--- src/rtl/grid_pkg.sv ---
// grid_pkg: shared widths, palette constants, FSM encoding and cell mapping for the 4x4 paint grid.
// Latency: n/a (declarations only).
// Backpressure: n/a.
package grid_pkg;

   localparam int AW = 4;   // color-memory address width (16 cells)
   localparam int DW = 3;   // color width, RGB 1-1-1

   localparam logic [DW-1:0] RED   = 3'b100;
   localparam logic [DW-1:0] GREEN = 3'b010;
   localparam logic [DW-1:0] BLUE  = 3'b001;

   typedef enum logic [1:0] {
      ST_IDLE   = 2'd0,
      ST_PAINT  = 2'd1,
      ST_CLEAR  = 2'd2,
      ST_FINISH = 2'd3
   } state_t;

   // Screen layout stores columns right-to-left and rows bottom-to-top:
   // addr = (3-c)*4 + (3-r). For 2-bit fields, 3-x is just ~x.
   function automatic logic [3:0] cell_addr(input logic [1:0] r, input logic [1:0] c);
      return {~c, ~r};
   endfunction

endpackage

--- src/rtl/grid_cursor.sv ---
// grid_cursor: 4x4 cursor (row/column) driven by single-cycle move pulses, with wraparound.
// Latency: a move pulse updates row/col/cursor_addr on the next clock edge.
// Backpressure: none; every pulse is accepted. Opposing pulses on one axis cancel.
// Ports: clk, rst (async active-low), btn_up/down/left/right in; row, col, cursor_addr out.
module grid_cursor #(
   parameter int AW = grid_pkg::AW
) (
   input  logic          clk,
   input  logic          rst,
   input  logic          btn_up,
   input  logic          btn_down,
   input  logic          btn_left,
   input  logic          btn_right,
   output logic [1:0]    row,
   output logic [1:0]    col,
   output logic [AW-1:0] cursor_addr
);
   import grid_pkg::*;

   // 2-bit arithmetic gives the wrap for free (0-1 -> 3, 3+1 -> 0).
   always_ff @(posedge clk or negedge rst) begin
      if (!rst) begin
         row <= 2'd0;
         col <= 2'd0;
      end else begin
         if (btn_up && !btn_down)
            row <= row - 2'd1;
         else if (btn_down && !btn_up)
            row <= row + 2'd1;

         if (btn_left && !btn_right)
            col <= col - 2'd1;
         else if (btn_right && !btn_left)
            col <= col + 2'd1;
      end
   end

   assign cursor_addr = AW'(cell_addr(row, col));

endmodule

--- src/rtl/grid_write_ctrl.sv ---
// grid_write_ctrl: arbitrates cursor paints and full-grid clears onto the color-memory write port.
// Latency: paint request -> write 1 cycle later; clear -> 16 writes starting 1 cycle later, done on the 17th.
// Backpressure: none; paints arriving while busy park in a one-deep slot (newest wins).
// Ports: clk, rst (async active-low); btn_* move pulses, paint_req/color_sel, clear_req in;
//        wr_addr/wr_data/wr_en memory write port, cursor_addr, busy, done out.
module grid_write_ctrl #(
   parameter int          AW          = grid_pkg::AW,
   parameter int          DW          = grid_pkg::DW,
   parameter logic [DW-1:0] CLEAR_COLOR = {DW{1'b0}}
) (
   input  logic          clk,
   input  logic          rst,
   input  logic          btn_up,
   input  logic          btn_down,
   input  logic          btn_left,
   input  logic          btn_right,
   input  logic          paint_req,
   input  logic [DW-1:0] color_sel,
   input  logic          clear_req,
   output logic [AW-1:0] wr_addr,
   output logic [DW-1:0] wr_data,
   output logic          wr_en,
   output logic [AW-1:0] cursor_addr,
   output logic          busy,
   output logic          done
);
   import grid_pkg::*;

   state_t        state, state_nxt;
   logic [1:0]    row, col;
   logic [AW-1:0] req_addr;
   logic [3:0]    clr_cnt;
   logic [AW-1:0] act_addr, pend_addr;
   logic [DW-1:0] act_color, pend_color;
   logic          pend_vld;
   logic          clr_pend;

   grid_cursor #(.AW(AW)) u_cursor (
      .clk         (clk),
      .rst         (rst),
      .btn_up      (btn_up),
      .btn_down    (btn_down),
      .btn_left    (btn_left),
      .btn_right   (btn_right),
      .row         (row),
      .col         (col),
      .cursor_addr (cursor_addr)
   );

   // Address captured for a request is the pre-move cursor: row/col are the
   // register values before this edge applies any simultaneous move pulse.
   assign req_addr = AW'(cell_addr(row, col));

   // ---------------- state register ----------------
   always_ff @(posedge clk or negedge rst) begin
      if (!rst)
         state <= ST_IDLE;
      else
         state <= state_nxt;
   end

   // ---------------- next-state logic ----------------
   always_comb begin
      state_nxt = state;
      unique case (state)
         ST_IDLE: begin
            if (clear_req || clr_pend)
               state_nxt = ST_CLEAR;
            else if (paint_req || pend_vld)
               state_nxt = ST_PAINT;
         end
         ST_PAINT:  state_nxt = ST_IDLE;
         ST_CLEAR:  if (clr_cnt == 4'd15) state_nxt = ST_FINISH;
         ST_FINISH: state_nxt = ST_IDLE;
         default:   state_nxt = ST_IDLE;
      endcase
   end

   // ---------------- datapath: active paint, pending slot, clear counter ----------------
   always_ff @(posedge clk or negedge rst) begin
      if (!rst) begin
         clr_cnt    <= 4'd0;
         act_addr   <= '0;
         act_color  <= '0;
         pend_addr  <= '0;
         pend_color <= '0;
         pend_vld   <= 1'b0;
         clr_pend   <= 1'b0;
      end else begin
         unique case (state)
            ST_IDLE: begin
               if (clear_req || clr_pend) begin
                  // Clear wins; a simultaneous paint waits for the FINISH cycle.
                  clr_cnt  <= 4'd0;
                  clr_pend <= 1'b0;
                  if (paint_req) begin
                     pend_vld   <= 1'b1;
                     pend_addr  <= req_addr;
                     pend_color <= color_sel;
                  end
               end else if (paint_req) begin
                  // A fresh request supersedes anything older still parked.
                  act_addr  <= req_addr;
                  act_color <= color_sel;
                  pend_vld  <= 1'b0;
               end else if (pend_vld) begin
                  act_addr  <= pend_addr;
                  act_color <= pend_color;
                  pend_vld  <= 1'b0;
               end
            end
            ST_PAINT: begin
               // PAINT is one cycle, so a clear arriving here is remembered
               // rather than dropped; it starts from the following IDLE cycle.
               if (clear_req)
                  clr_pend <= 1'b1;
               if (paint_req) begin
                  pend_vld   <= 1'b1;
                  pend_addr  <= req_addr;
                  pend_color <= color_sel;
               end
            end
            ST_CLEAR: begin
               clr_cnt <= clr_cnt + 4'd1;
               if (paint_req) begin
                  pend_vld   <= 1'b1;
                  pend_addr  <= req_addr;
                  pend_color <= color_sel;
               end
            end
            ST_FINISH: begin
               // The parked paint is written this cycle from the current slot
               // contents; a request arriving now refills the slot.
               pend_vld <= paint_req;
               if (paint_req) begin
                  pend_addr  <= req_addr;
                  pend_color <= color_sel;
               end
            end
            default: ;
         endcase
      end
   end

   // ---------------- output logic ----------------
   // Outputs decode registered state only, so reset forces them low at once.
   always_comb begin
      wr_en   = 1'b0;
      wr_addr = '0;
      wr_data = '0;
      busy    = 1'b0;
      done    = 1'b0;
      unique case (state)
         ST_PAINT: begin
            wr_en   = 1'b1;
            wr_addr = act_addr;
            wr_data = act_color;
         end
         ST_CLEAR: begin
            wr_en   = 1'b1;
            wr_addr = AW'(clr_cnt);
            wr_data = CLEAR_COLOR;
            busy    = 1'b1;
         end
         ST_FINISH: begin
            done = 1'b1;
            if (pend_vld) begin
               wr_en   = 1'b1;
               wr_addr = pend_addr;
               wr_data = pend_color;
            end
         end
         default: ;
      endcase
   end

endmodule

--- config.mk ---
export PLATFORM = sky130hd
export DESIGN_NAME = grid_write_ctrl
export DESIGN_NICKNAME = d
export VERILOG_FILES = /design/src/rtl/grid_pkg.sv /design/src/rtl/grid_cursor.sv /design/src/rtl/grid_write_ctrl.sv
export SDC_FILE = /design/constraint.sdc
export NUM_CORES = 1
export LEC_CHECK = 0
export CAP_MARGIN = 0
export CORE_ASPECT_RATIO = 1.1
export CORE_UTILIZATION = 50
export CTS_BUF_LIST = sky130_fd_sc_hd__clkbuf_4 sky130_fd_sc_hd__clkbuf_8 sky130_fd_sc_hd__clkbuf_16
export DETAILED_ROUTE_END_ITERATION = 16
export GPL_TIMING_DRIVEN = 0
export PLACE_DENSITY = 0.73
export SETUP_SLACK_MARGIN = 0.1
export SLEW_MARGIN = 25
export SYNTH_ARGS = -nofsm -noshare
export SYNTH_HDL_FRONTEND = slang
export SYNTH_HIERARCHICAL = 1
export SYNTH_SLANG_ARGS = --single-unit
--- constraint.sdc ---
create_clock -name clk -period 2.29 [get_ports clk]
set_input_delay 0.3435 -clock clk [delete_from_list [all_inputs] [get_ports clk]]
set_output_delay 0.3435 -clock clk [all_outputs]
set_load 0.1 [all_outputs]
# Word-level counts from Yosys, hierarchy flattened
# Index checks and enable logic that the tools add are counted.
# totals
ff_bits	26
latch_bits	0
mem_bits_rw	0
romBits	0
in_bits	11
out_inout_bits	14
wordCells	83
n_memories	0
# classes
add_sub_neg	5
n_mul	0
n_div	0
order_cmp	0
n_eq_ne	8
shift	0
n_mux	34
n_bitwise	3
reduce_logical	23
# ops
operator	count
two-way mux 4 bit	6
one-hot mux 4 bit (2 select lines)	2
two-way mux 3 bit	5
two-way mux 2 bit	7
one-hot mux 3 bit (2 select lines)	2
one-hot mux 4 bit (3 select lines)	1
nonzero test 2 bit	5
two-way mux 1 bit	7
!= test 2 bit (second input constant)	3
one-hot mux 2 bit (3 select lines)	1
AND reduction 3 bit	2
adder 2 x 1 -> 2 bit (second input constant)	2
adder 4 x 1 -> 4 bit (second input constant)	1
equality test 2 bit (second input constant)	2
equality test 4 bit (second input constant)	1
logical AND 1 bit	4
logical NOT 1 bit	4
inverter 2 bit	2
one-hot mux 1 bit (2 select lines)	2
AND reduction 2 bit	2
OR reduction 2 bit	2
subtractor 2 x 1 -> 2 bit (second input constant)	2
!= test 3 bit (second input constant)	1
one-hot mux 1 bit (3 select lines)	1
5 further kinds	6

# Depth between registers and ports, before layout
# logic_depth
word_depth	4
mapped_depth	7
depth_no_buf	5

# By module
# The synthesis kept the hierarchy.
# by_module_without_submodules
module	instances	cells_each	area_each_um2	seq_area_each_um2
grid_write_ctrl	1	123	1308.8	550.5
grid_cursor	1	20	207.7	100.1

# Worst setup path after synthesis
# OpenSTA, ideal clock, no wires.
# synth_path
path_type	flip-flop to output port
start	register state[1]
end	output port wr_addr[3]
t_arrival_ns	2.895
t_required_ns	1.947
path_slack_ns	-0.949
stages_incl_launch_ff	4
path_buffers	0
path_cell_list	dfrtp_1 -> ha_1 -> nand3_1 -> a21oi_1
# synth_via
elab_chain_len	2
word_cells_on_any_way	4
classes_between	eq/ne: 3; mux: 1
# synth_rtl
item	line_no	text
start, declared	grid_write_ctrl.sv:29	state_t state, state_nxt;
start signal, assigned	grid_write_ctrl.sv:59	state <= state_nxt;
equality test 2 bit / equality test 2 x 1 -> 1 bit (equally long branches)	grid_write_ctrl.sv:153	unique case (state)
one-hot mux 4 bit (3 select lines) (*)	grid_write_ctrl.sv:153	
end, declared	grid_write_ctrl.sv:20	output logic [AW-1:0] wr_addr,
# Mark *: on every way between the ends. The rest lies on a longest branch, timed or not.

# Worst setup path in the final report
# layout_path
start	register state[1]
end	output port wr_addr[1]
# The elaborated chain is that of the path after synthesis.

==> out/summary.json <==
{
  "synth.ff_latch_count": 26,
  "post_drt_wl_per_cell_um": 15.6,
  "crit_path_start_kind": "flop",
  "grtUsageTotal_pct": 22.5,
  "postSynth.asyncResetShare_pct": 100,
  "setup.worst_path.class": "reg -> out",
  "routed-via-count": 1185,
  "critical_path_required_ns": 1.95,
  "synthesis.area_per_instance_um2": 10.6,
  "fp.dieW_um": 54.5,
  "yosys_warnings": 6,
  "min_period_over_period_pct": 94.8,
  "dieHeight_um": 59.8,
  "viasPerCell": 5.81,
  "die_area_mm2": 0.00326,
  "path_clk_slew_ns": 0.15,
  "post_route_cells_drive_above_1_share_pct": 22.2,
  "grt_antenna_before_repair": 0,
  "grt_overflow": 0,
  "max-cap-violations": 0,
  "max_freq_mhz": 460,
  "synthesis.nets": 164,
  "initialDrtViolationCount": 36,
  "yosys-mux-area-fraction_pct": 11.1,
  "setup.worst_path.end_class": "output pin",
  "gp_congestion": 0.848,
  "synthXorXnorAreaFrac_pct": 3.47,
  "first_drt_pass_iteration_count": 4,
  "status": "finished clean",
  "hpwl_um": 2380,
  "drcViolationCount": 0,
  "cp_data_arrival_time_ns": 1.83,
  "worst_rel_slew_slack_pct": 36.4,
  "max_slew_violation_count": 0,
  "tritoncts.num_buffers": 3,
  "dominant_combinational_cell_family_by_area_after_synthesis": "compound AO/OA/AOI/OAI gates",
  "yosys.area_share.adder_pct": 8.25,
  "synth_enable_flop_cells": 0,
  "design.core.area_mm2": 0.00283,
  "route.antenna.remaining_nets": 0,
  "nets": 193,
  "finalNonFillerCells": 204,
  "timing_worst_slew_pin_value_ns": 0.958,
  "initial_utilization_pct": 53.6,
  "clock_tree.buffer_depth": 2,
  "clockRootBuffer": "sky130_fd_sc_hd__clkbuf_4",
  "clock_tree.htree_level_count": 1,
  "antenna_diodes": 0,
  "ys_seq_area_share_pct": 42.9,
  "min-delay-path-class": "in -> async",
  "grt_start_max_net_pins": 27,
  "synthCells": 143,
  "grt_first_pass_wirelength_um": 5330,
  "tritoncts": "built",
  "skew_ns": 0.00455,
  "post_cts_hold_buffer_count": 0,
  "timing.final.crit_period_ns": 2.17,
  "synth-simple-area-share_pct": 12.3,
  "placement_rows": 20,
  "yosys_most_used_dff": "sky130_fd_sc_hd__dfrtp_1",
  "buffer_ports.inserted": 24,
  "finalSetupViolCount": 0,
  "numClockSinks": 26,
  "grt_setup_unrepaired": "true",
  "final-hold-violation-count": 0,
  "synth_cell_type_count": 39,
  "synth-compound-area-share_pct": 16.3,
  "grt_pass1_vias": 1199,
  "place.detailed.instances": 200,
  "io-pin-count": 25,
  "mappedNetlistArea_mm2": 0.00152,
  "areaGrowthSynthToFinish_pct": 23.3,
  "clk_latency_ns": 0.32,
  "critical_path_peak_fanout": 7,
  "routed_wl_um": 3180
}
-- what timing repair did --
action / CTS / global route
setup buffers: 1 / 0
gates resized for setup: 68 / 7
pin swaps: 2 / 3
endpoints found under the setup margin: 14 / 5
-- flip-flops by register name, summed over array words and instances, names as in the netlist --
name and cells:
clr_pend 1, pend_vld 1, u_cursor/col 2, pend_addr 4, u_cursor/row 2, act_addr 4
state 2, act_color 3, pend_color 3, clr_cnt 4
-- path summary, 6_finish.rpt --
path                                  from       endpoint  slack, ns  depth (start not counted)
min reg2reg                u_cursor/row[1]   pend_addr[1]       0.50                          1
max reg2reg                       state[0]  pend_color[0]       0.25                          7
min                                    rst   pend_addr[3]      0.002                          1
max                               state[1]     wr_addr[1]       0.12                          5
min in group clk           u_cursor/row[1]   pend_addr[1]       0.50                          1
max in group asynchronous              rst       state[0]       1.87                          1
-- worst max-delay path: stages, from the launching register on --
cell                       delay [ns]
sky130_fd_sc_hd__dfrtp_2         0.49
sky130_fd_sc_hd__ha_2            0.20
sky130_fd_sc_hd__and2_4          0.16
sky130_fd_sc_hd__a222oi_1        0.38
sky130_fd_sc_hd__nor2_2          0.10
sky130_fd_sc_hd__buf_12          0.18
-- synthesized netlist by cell type (2+ instances only) --
cell                       count  area share (%)
sky130_fd_sc_hd__nor2_1       10             2.5
sky130_fd_sc_hd__mux2_1        3             2.2
sky130_fd_sc_hd__a21oi_1       6             2.0
sky130_fd_sc_hd__ha_1         10             8.3
sky130_fd_sc_hd__a22o_1        3             1.7
sky130_fd_sc_hd__and2_1        2            0.82
sky130_fd_sc_hd__a222oi_1      3             2.0
sky130_fd_sc_hd__a211oi_1      3             1.5
sky130_fd_sc_hd__o21ai_0      10             3.3
sky130_fd_sc_hd__mux2i_1       9             5.9
sky130_fd_sc_hd__dfrtp_1      26              43
sky130_fd_sc_hd__buf_4         2            0.99
sky130_fd_sc_hd__a22oi_1       2            0.99
sky130_fd_sc_hd__nand3_1       5             1.6
sky130_fd_sc_hd__clkbuf_1      3            0.74
sky130_fd_sc_hd__xnor2_1       6             3.5
sky130_fd_sc_hd__nor3_1        3            0.99
sky130_fd_sc_hd__mux2_4        3             3.0
sky130_fd_sc_hd__inv_1        13             3.2
sky130_fd_sc_hd__nand2_1       2            0.50
-- routing by layer --
metal	global-route usage (%)	share of wire, %	vias to the layer above	wire [µm]
li1	-	-	568	-
met1	28.7	45	585	1430
met2	39.4	50	30	1590
met3	2.29	4.3	2	138
met4	6.23	0.53	0	17
met5	0	0	-	0
-- layout by cell type (no fill, tap or decap), types with 4 or more instances in the layout --
master and count:
sky130_fd_sc_hd__xnor2_1 6, sky130_fd_sc_hd__ha_1 8, sky130_fd_sc_hd__o21ai_0 10, sky130_fd_sc_hd__buf_4 7
sky130_fd_sc_hd__nor2_2 5, sky130_fd_sc_hd__dlygate4sd2_1 4, sky130_fd_sc_hd__a21oi_1 5, sky130_fd_sc_hd__dfrtp_1 24
sky130_fd_sc_hd__nand3_1 5, sky130_fd_sc_hd__clkdlybuf4s50_1 9, sky130_fd_sc_hd__nor2_1 6, sky130_fd_sc_hd__inv_1 12
sky130_fd_sc_hd__mux2i_1 9
-- stage by stage --
stage	worst slack (ns)	cell area (µm²)	hold WS [ns]	setup TNS (ns)	utilization, %
5_1_grt	0.0468	1870	0.0317	0	66.1
3_5_place_dp	-0.578	1810	0.379	-3.98	64.2
6_report	0.118	1870	0.00170	0	66.1
3_3_place_gp	-0.564	1820	0.484	-3.87	64.3
2_1_floorplan	-0.150	1540	0.0479	-0.150	-
4_1_cts	0.0978	1850	0.0206	0	65.6
-- layout make-up --
class / instances / area (µm²)
inverter: 13 / 48.8
multi-input combinational: 98 / 808
fill: 240 / 958
tap: 33 / 41.3
buffer: 5 / 37.5
clock buffer: 4 / 36.3
sequential: 26 / 653
timing repair buffer: 25 / 244
-- cells by family after synthesis --
logic type,count (synthesis)
fa+ha+maj,10
compound gates,36
xor+xnor,6
buf+inv,19
flops,26
mux,15
simple gates,31
Power is left out: the tool's default activity adds up to more than one toggle a clock period on the data nets, which glitch-free logic cannot reach.
